===== config.mk =====
export PLATFORM = sky130hd
export DESIGN_NAME = fetch_sequencer_flat
export DESIGN_NICKNAME = d
export VERILOG_FILES = /design/src/rtl/fetch_sequencer_if.sv /design/src/rtl/fetch_sequencer.sv /design/src/flat_wrapper.sv
export SDC_FILE = /design/constraint.sdc
export NUM_CORES = 1
export LEC_CHECK = 0
export BUFFER_PORTS_ARGS = -buffer_cell sky130_fd_sc_hd__buf_4
export CORE_ASPECT_RATIO = 0.8
export CORE_MARGIN = 1
export CORE_UTILIZATION = 40
export CTS_CLUSTER_DIAMETER = 150
export DETAILED_ROUTE_END_ITERATION = 12
export GPL_TIMING_DRIVEN = 0
export HOLD_SLACK_MARGIN = 0.15
export SKIP_LAST_GASP = 1
export SYNTH_ARGS = -nofsm -noshare
export SYNTH_HDL_FRONTEND = slang
export SYNTH_SLANG_ARGS = --single-unit

===== constraint.sdc =====
create_clock -name clk -period 7.45 [get_ports clk]
set_clock_uncertainty 0.2 [all_clocks]
set_input_delay 0.745 -clock clk [delete_from_list [all_inputs] [get_ports clk]]
set_output_delay 0.745 -clock clk [all_outputs]
set_load 0.01 [all_outputs]

===== src/rtl/fetch_sequencer_if.sv =====
// Fetch-side bus bundle: instruction-memory port, decode-facing stream with
// valid/ready handshake, and the branch redirect request.
interface fetch_sequencer_if;
    logic [63:0] inst_addr;
    logic [31:0] inst_data;
    logic        out_valid;
    logic        out_ready;
    logic [63:0] out_pc;
    logic [31:0] out_inst;
    logic        redirect_valid;
    logic [63:0] redirect_pc;

    // Fetch controller side.
    modport master (
        output inst_addr,
        input  inst_data,
        output out_valid,
        input  out_ready,
        output out_pc,
        output out_inst,
        input  redirect_valid,
        input  redirect_pc
    );

    // Memory / decode / branch-unit side.
    modport slave (
        input  inst_addr,
        output inst_data,
        input  out_valid,
        output out_ready,
        input  out_pc,
        input  out_inst,
        output redirect_valid,
        output redirect_pc
    );
endinterface


===== src/rtl/fetch_sequencer.sv =====
// Instruction fetch sequencer: owns the PC, fetches one word per cycle from a
// combinational instruction memory and buffers {pc, inst} pairs in a 2-entry
// in-order queue toward decode. Handles redirects with flush, end-of-image
// drain, and a sticky trap on misaligned redirect targets.
module fetch_sequencer #(
    parameter logic [63:0] RESET_PC   = 64'd0,
    parameter int unsigned IMEM_BYTES = 152
) (
    input  logic              clk,
    input  logic              reset,
    fetch_sequencer_if.master bus,
    output logic              halted,
    output logic              fault,
    output logic [31:0]       fetch_count
);

    typedef enum logic [1:0] {
        RUN,
        DRAIN,
        FAULT
    } state_t;

    localparam logic [64:0] IMAGE_END = 65'(IMEM_BYTES);

    state_t      state;
    state_t      next_state;
    logic [63:0] pc;
    logic [1:0]  count;
    logic [1:0]  count_after_pop;
    logic [1:0]  next_count;
    logic [63:0] q_pc   [2];
    logic [31:0] q_inst [2];

    logic [64:0] fetch_end;
    logic        legal;
    logic        redirect;
    logic        pop;
    logic        push;

    assign bus.inst_addr = pc;
    assign bus.out_valid = (count != 2'd0);
    assign bus.out_pc    = q_pc[0];
    assign bus.out_inst  = q_inst[0];

    // Fetch legality, handshake qualification and next occupancy/state.
    // NOTE: every signal gets a default first, so no path leaves it unassigned and no latch is inferred.
    always_comb begin
        fetch_end       = {1'b0, pc} + 65'd4;   // 65-bit so a wrapped pc+4 never looks in range
        legal           = (fetch_end <= IMAGE_END);
        redirect        = bus.redirect_valid && (state != FAULT);
        pop             = (count != 2'd0) && bus.out_ready && !redirect;
        push            = (state == RUN) && !redirect && legal && ((count != 2'd2) || pop);
        count_after_pop = count - {1'b0, pop};
        next_count      = count_after_pop + {1'b0, push};
        next_state      = state;
        if (state == RUN && !legal) begin
            next_state = DRAIN;
        end
    end

    // Sequential state: PC, queue storage, FSM, counters and registered status.
    // NOTE: sequential state uses non-blocking assignments so every register samples pre-edge values.
    always_ff @(posedge clk) begin
        if (!reset) begin
            state       <= RUN;
            pc          <= RESET_PC;
            count       <= 2'd0;
            halted      <= 1'b0;
            fault       <= 1'b0;
            fetch_count <= 32'd0;
            // NOTE: queue storage is reset only because out_pc/out_inst have defined reset values.
            for (int i = 0; i < 2; i++) begin
                q_pc[i]   <= 64'd0;
                q_inst[i] <= 32'd0;
            end
        end else if (redirect) begin
            // Redirect wins over everything: flush, drop any pop, no push.
            count  <= 2'd0;
            halted <= 1'b0;
            if (bus.redirect_pc[1:0] != 2'b00) begin
                state <= FAULT;
                fault <= 1'b1;
            end else begin
                pc    <= bus.redirect_pc;
                state <= RUN;
            end
        end else begin
            if (pop) begin
                q_pc[0]   <= q_pc[1];
                q_inst[0] <= q_inst[1];
                if (fetch_count != 32'hFFFF_FFFF) begin
                    fetch_count <= fetch_count + 32'd1;
                end
            end
            // A push after a shift lands in the slot just behind the surviving entries.
            if (push) begin
                q_pc[count_after_pop[0]]   <= pc;
                q_inst[count_after_pop[0]] <= bus.inst_data;
                pc                         <= pc + 64'd4;
            end
            count  <= next_count;
            state  <= next_state;
            halted <= (next_state == DRAIN) && (next_count == 2'd0);
        end
    end

endmodule


===== src/flat_wrapper.sv =====
// flat-port wrapper written by rule: the top's interface ports become plain ports
module fetch_sequencer_flat 
#(
    parameter logic [63:0] RESET_PC   = 64'd0,
    parameter int unsigned IMEM_BYTES = 152
)
  (clk, reset, halted, fault, fetch_count, bus_inst_addr, bus_inst_data, bus_out_valid, bus_out_ready, bus_out_pc, bus_out_inst, bus_redirect_valid, bus_redirect_pc);
  fetch_sequencer_if bus_i ();
  input  logic clk;
  input  logic reset;
  output logic halted;
  output logic fault;
  output logic [31:0] fetch_count;
  output wire logic [$bits(bus_i.inst_addr)-1:0] bus_inst_addr;
  input wire logic [$bits(bus_i.inst_data)-1:0] bus_inst_data;
  output wire logic [$bits(bus_i.out_valid)-1:0] bus_out_valid;
  input wire logic [$bits(bus_i.out_ready)-1:0] bus_out_ready;
  output wire logic [$bits(bus_i.out_pc)-1:0] bus_out_pc;
  output wire logic [$bits(bus_i.out_inst)-1:0] bus_out_inst;
  input wire logic [$bits(bus_i.redirect_valid)-1:0] bus_redirect_valid;
  input wire logic [$bits(bus_i.redirect_pc)-1:0] bus_redirect_pc;
  assign bus_inst_addr = bus_i.inst_addr;
  assign bus_i.inst_data = bus_inst_data;
  assign bus_out_valid = bus_i.out_valid;
  assign bus_i.out_ready = bus_out_ready;
  assign bus_out_pc = bus_i.out_pc;
  assign bus_out_inst = bus_i.out_inst;
  assign bus_i.redirect_valid = bus_redirect_valid;
  assign bus_i.redirect_pc = bus_redirect_pc;
  fetch_sequencer #(.RESET_PC(RESET_PC), .IMEM_BYTES(IMEM_BYTES)) u_core (.clk(clk), .reset(reset), .bus(bus_i), .halted(halted), .fault(fault), .fetch_count(fetch_count));
endmodule

==> results.sh <==
export IMPL_die_width_um=207
export IMPL_r2r_start="u_core.bus.inst_addr[2]$_SDFFE_PN0P_"
export IMPL_vias=10600
export IMPL_layout_drive_gt1_share_pct=24.2
export IMPL_setup_ws_ns=1.88
export IMPL_seqCellArea_um2=7810
export IMPL_fp_dieArea_um2=34200
export IMPL_ys_seq_elements=294
export IMPL_postCtsSetupBuffers=0
export IMPL_hold_depth=3
export IMPL_n_fill_cell=3026
export IMPL_run_status="finished, violations left"
export IMPL_grt_ovfl_total=0
export IMPL_grt_usage_pct=22.5
export IMPL_cp_max_fo=52
export IMPL_cp_startpoint="u_core.bus.inst_addr[2]$_SDFFE_PN0P_"
export IMPL_synth_edf_count=192
export IMPL_post_place_ws_ns=1.89
export IMPL_routabilityCongestion=0.903
export IMPL_cts_sinks=294
export IMPL_max_freq_mhz=179
export IMPL_async_reset_ff_share_pct=0
export IMPL_fin_crit_sh_pct=74.8
export IMPL_period_minus_slack_ns=5.57
export IMPL_num_rows=59
export IMPL_clk_pin_slew_ns=0.06
export IMPL_wl_per_cell_um=18.9
export IMPL_drcViolationCount=18
export IMPL_place_detailed_hpwl_um=28300
export IMPL_ant_nets=0
export IMPL_setup_violations_final=0
export IMPL_final_util_pct=53.2
export IMPL_yosys_warnings=0
export IMPL_arrival_ns=5.64
export IMPL_antenna_found_initial=1
export IMPL_cts_path_max_buffers=3
export IMPL_rsz0062_at_grt="no"
export IMPL_start_kind="flop"
export IMPL_ir_drop_mv=0.193
export IMPL_failed_checks="DRC"
export IMPL_slew_limit_headroom_pct=27.0
export IMPL_holdCritStartpoint="bus_redirect_pc[48]"
export IMPL_hp_class="input pin to flop"
export IMPL_r2r_cells=12
export IMPL_clockRootBuffer="clkbuf_16"
export IMPL_tightestPinTransition_ns=1.09
export IMPL_grt_pass1_vias=9991
export IMPL_syn_to_final_growth_pct=29.8
export IMPL_maxCapViolCount=0
export IMPL_clk_latency_ns=0.59
export IMPL_io_buffers=294
export IMPL_core_area_um2=32700
export IMPL_synth_avg_cell_area_um2=10.9
export IMPL_final_common_cell="buf_4"
export IMPL_path_class="flop to flop"
export IMPL_first_pass_iters=9
export IMPL_leakage_uw=0.00691
export IMPL_netlist_area_um2=13400
export IMPL_numCtsBuffers=30
export IMPL_cp_end_kind="flop"
export IMPL_ys_seq_area_share_pct=58.3
export IMPL_multi_input_area_um2=5200
export IMPL_hold_slack_ns=0.205
export IMPL_syn_inst=1227
export IMPL_nets=1716
export IMPL_wl_um=38900
export IMPL_hold_viol=0
export IMPL_drtIter0Drc=634
export IMPL_synth_distinct_cells=78
export IMPL_crit_required_ns=7.52
export IMPL_die_height_um=166
export IMPL_most_common_layout_cells="buf_4 (298), edfxtp_1 (192), nand2_1 (153)"
export IMPL_grt_start_max_net_pins=53
export IMPL_tritoncts="built"
export IMPL_grt_pass1_wl_um=58900
export IMPL_initial_core_util_pct=41.0
export IMPL_synth_ff_type="edfxtp_1"
export IMPL_num_io_pins=295
export IMPL_routed_via_density=5.15
export IMPL_power_per_cell_area_nw_per_um2=215
export IMPL_htreeDepth=1
export IMPL_slew_viol_final=0
==> report_power, final <==
part / switching, uW / internal [uW]
Combinational: 223 / 165
Clock: 648 / 843
Sequential: 44.5 / 1820
Total: 915 / 2830
==> state kept, by name, summed over array words and instances, names as in the netlist <==
register	cells
u_core.state	2
u_core.count	2
u_core.q_inst	64
u_core.halted	1
u_core.q_pc	128
u_core.fetch_count	32
u_core.fault	1
u_core.bus.inst_addr	64
==> layer usage <==
metal | vias up | GRT usage [%] | part of all wire (%)
met5 | - | 0 | 0
met4 | 0 | 7.16 | 3.0
met3 | 76 | 4.58 | 7.5
met2 | 419 | 34.8 | 45
met1 | 4995 | 31.3 | 44
li1 | 5126 | - | -
==> final cells by class <==
cell class	instances	area share [%]
sequential	294	44.9
clock inverter	15	0.856
tap	427	3.07
clock buffer	40	4.71
inverter	58	1.25
multi-input combinational	859	29.9
buffer	71	2.24
timing repair buffer	297	13.0
antenna	1	0.0144
==> logic make-up (layout without fill, tap and decap cells) <==
| kind of cell | after synthesis | after routing | synth area share (%) |
|---|---|---|---|
| other | 1 | 57 | 0.0280 |
| xor gates and xnor gates | 54 | 54 | 3.53 |
| and+or+nand+nor | 542 | 542 | 21.5 |
| DFF | 294 | 294 | 58.3 |
| buffers and inverters | 129 | 481 | 4.53 |
| adders and majority gates | 5 | 5 | 0.467 |
| muxes | 48 | 48 | 3.60 |
| AOI/OAI and AO/OA | 154 | 154 | 8.07 |
==> worst paths after layout <==
| check | end | slack, ns |
|---|---|---|
| worst min-delay path | u_core.bus.inst_addr[48]$_SDFFE_PN0P_ | 0.21 |
| worst min register to register | u_core.fault$_SDFFE_PN0P_ | 0.27 |
| worst max-delay path | u_core.q_inst[1][15]$_SDFFCE_PN0P_ | 1.88 |
| worst max register to register | u_core.q_inst[1][15]$_SDFFCE_PN0P_ | 1.88 |
==> Yosys cell counts, types with 19 or more instances <==
master,count,area [um2]
a21oi_1,42,210
and2_1,100,626
and3_1,26,163
buf_2,20,100
clkbuf_1,38,143
dfxtp_1,102,2040
edfxtp_1,192,5770
inv_1,57,214
mux2i_1,47,470
nand2_1,153,574
nand3_1,43,215
nand4_1,40,250
nor2_1,80,300
nor3_1,19,95.1
o21ai_0,19,95.1
xnor2_1,31,272
xor2_1,23,201
==> stage by stage <==
stage | setup TNS (ns) | cells | total power [uW] | instance area, um2
after floorplan | 0 | 1282 | 2080 | 13600
after global placement | -105.95 | 2003 | 2280 | 16300
after detailed placement | 0 | 2005 | 2290 | 16400
after CTS | 0 | 2061 | 3780 | 17400
after global routing | 0 | 2062 | 3880 | 17400
final | 0 | 2062 | 3740 | 17400
==> worst max-delay path, cell delays in order (launching register included) <==
cell and delay, ns:
dfxtp_1 0.56, ha_1 0.36, nand3_1 0.21, nor3_1 0.52, and4_1 0.47, nand4_1 0.25
mux2i_1 0.20, nor4b_1 0.31, nand4_1 0.33, nor3_4 0.48, and3_1 0.34, nand2b_4 0.66
buf_12 0.34
==> timing repair <==
item                                   4_1_cts  5_1_grt
gates resized for setup                      0        0
endpoints found under the hold margin        1        0
hold buffers                                 1        0
Power figures use the tool's default switching activity.
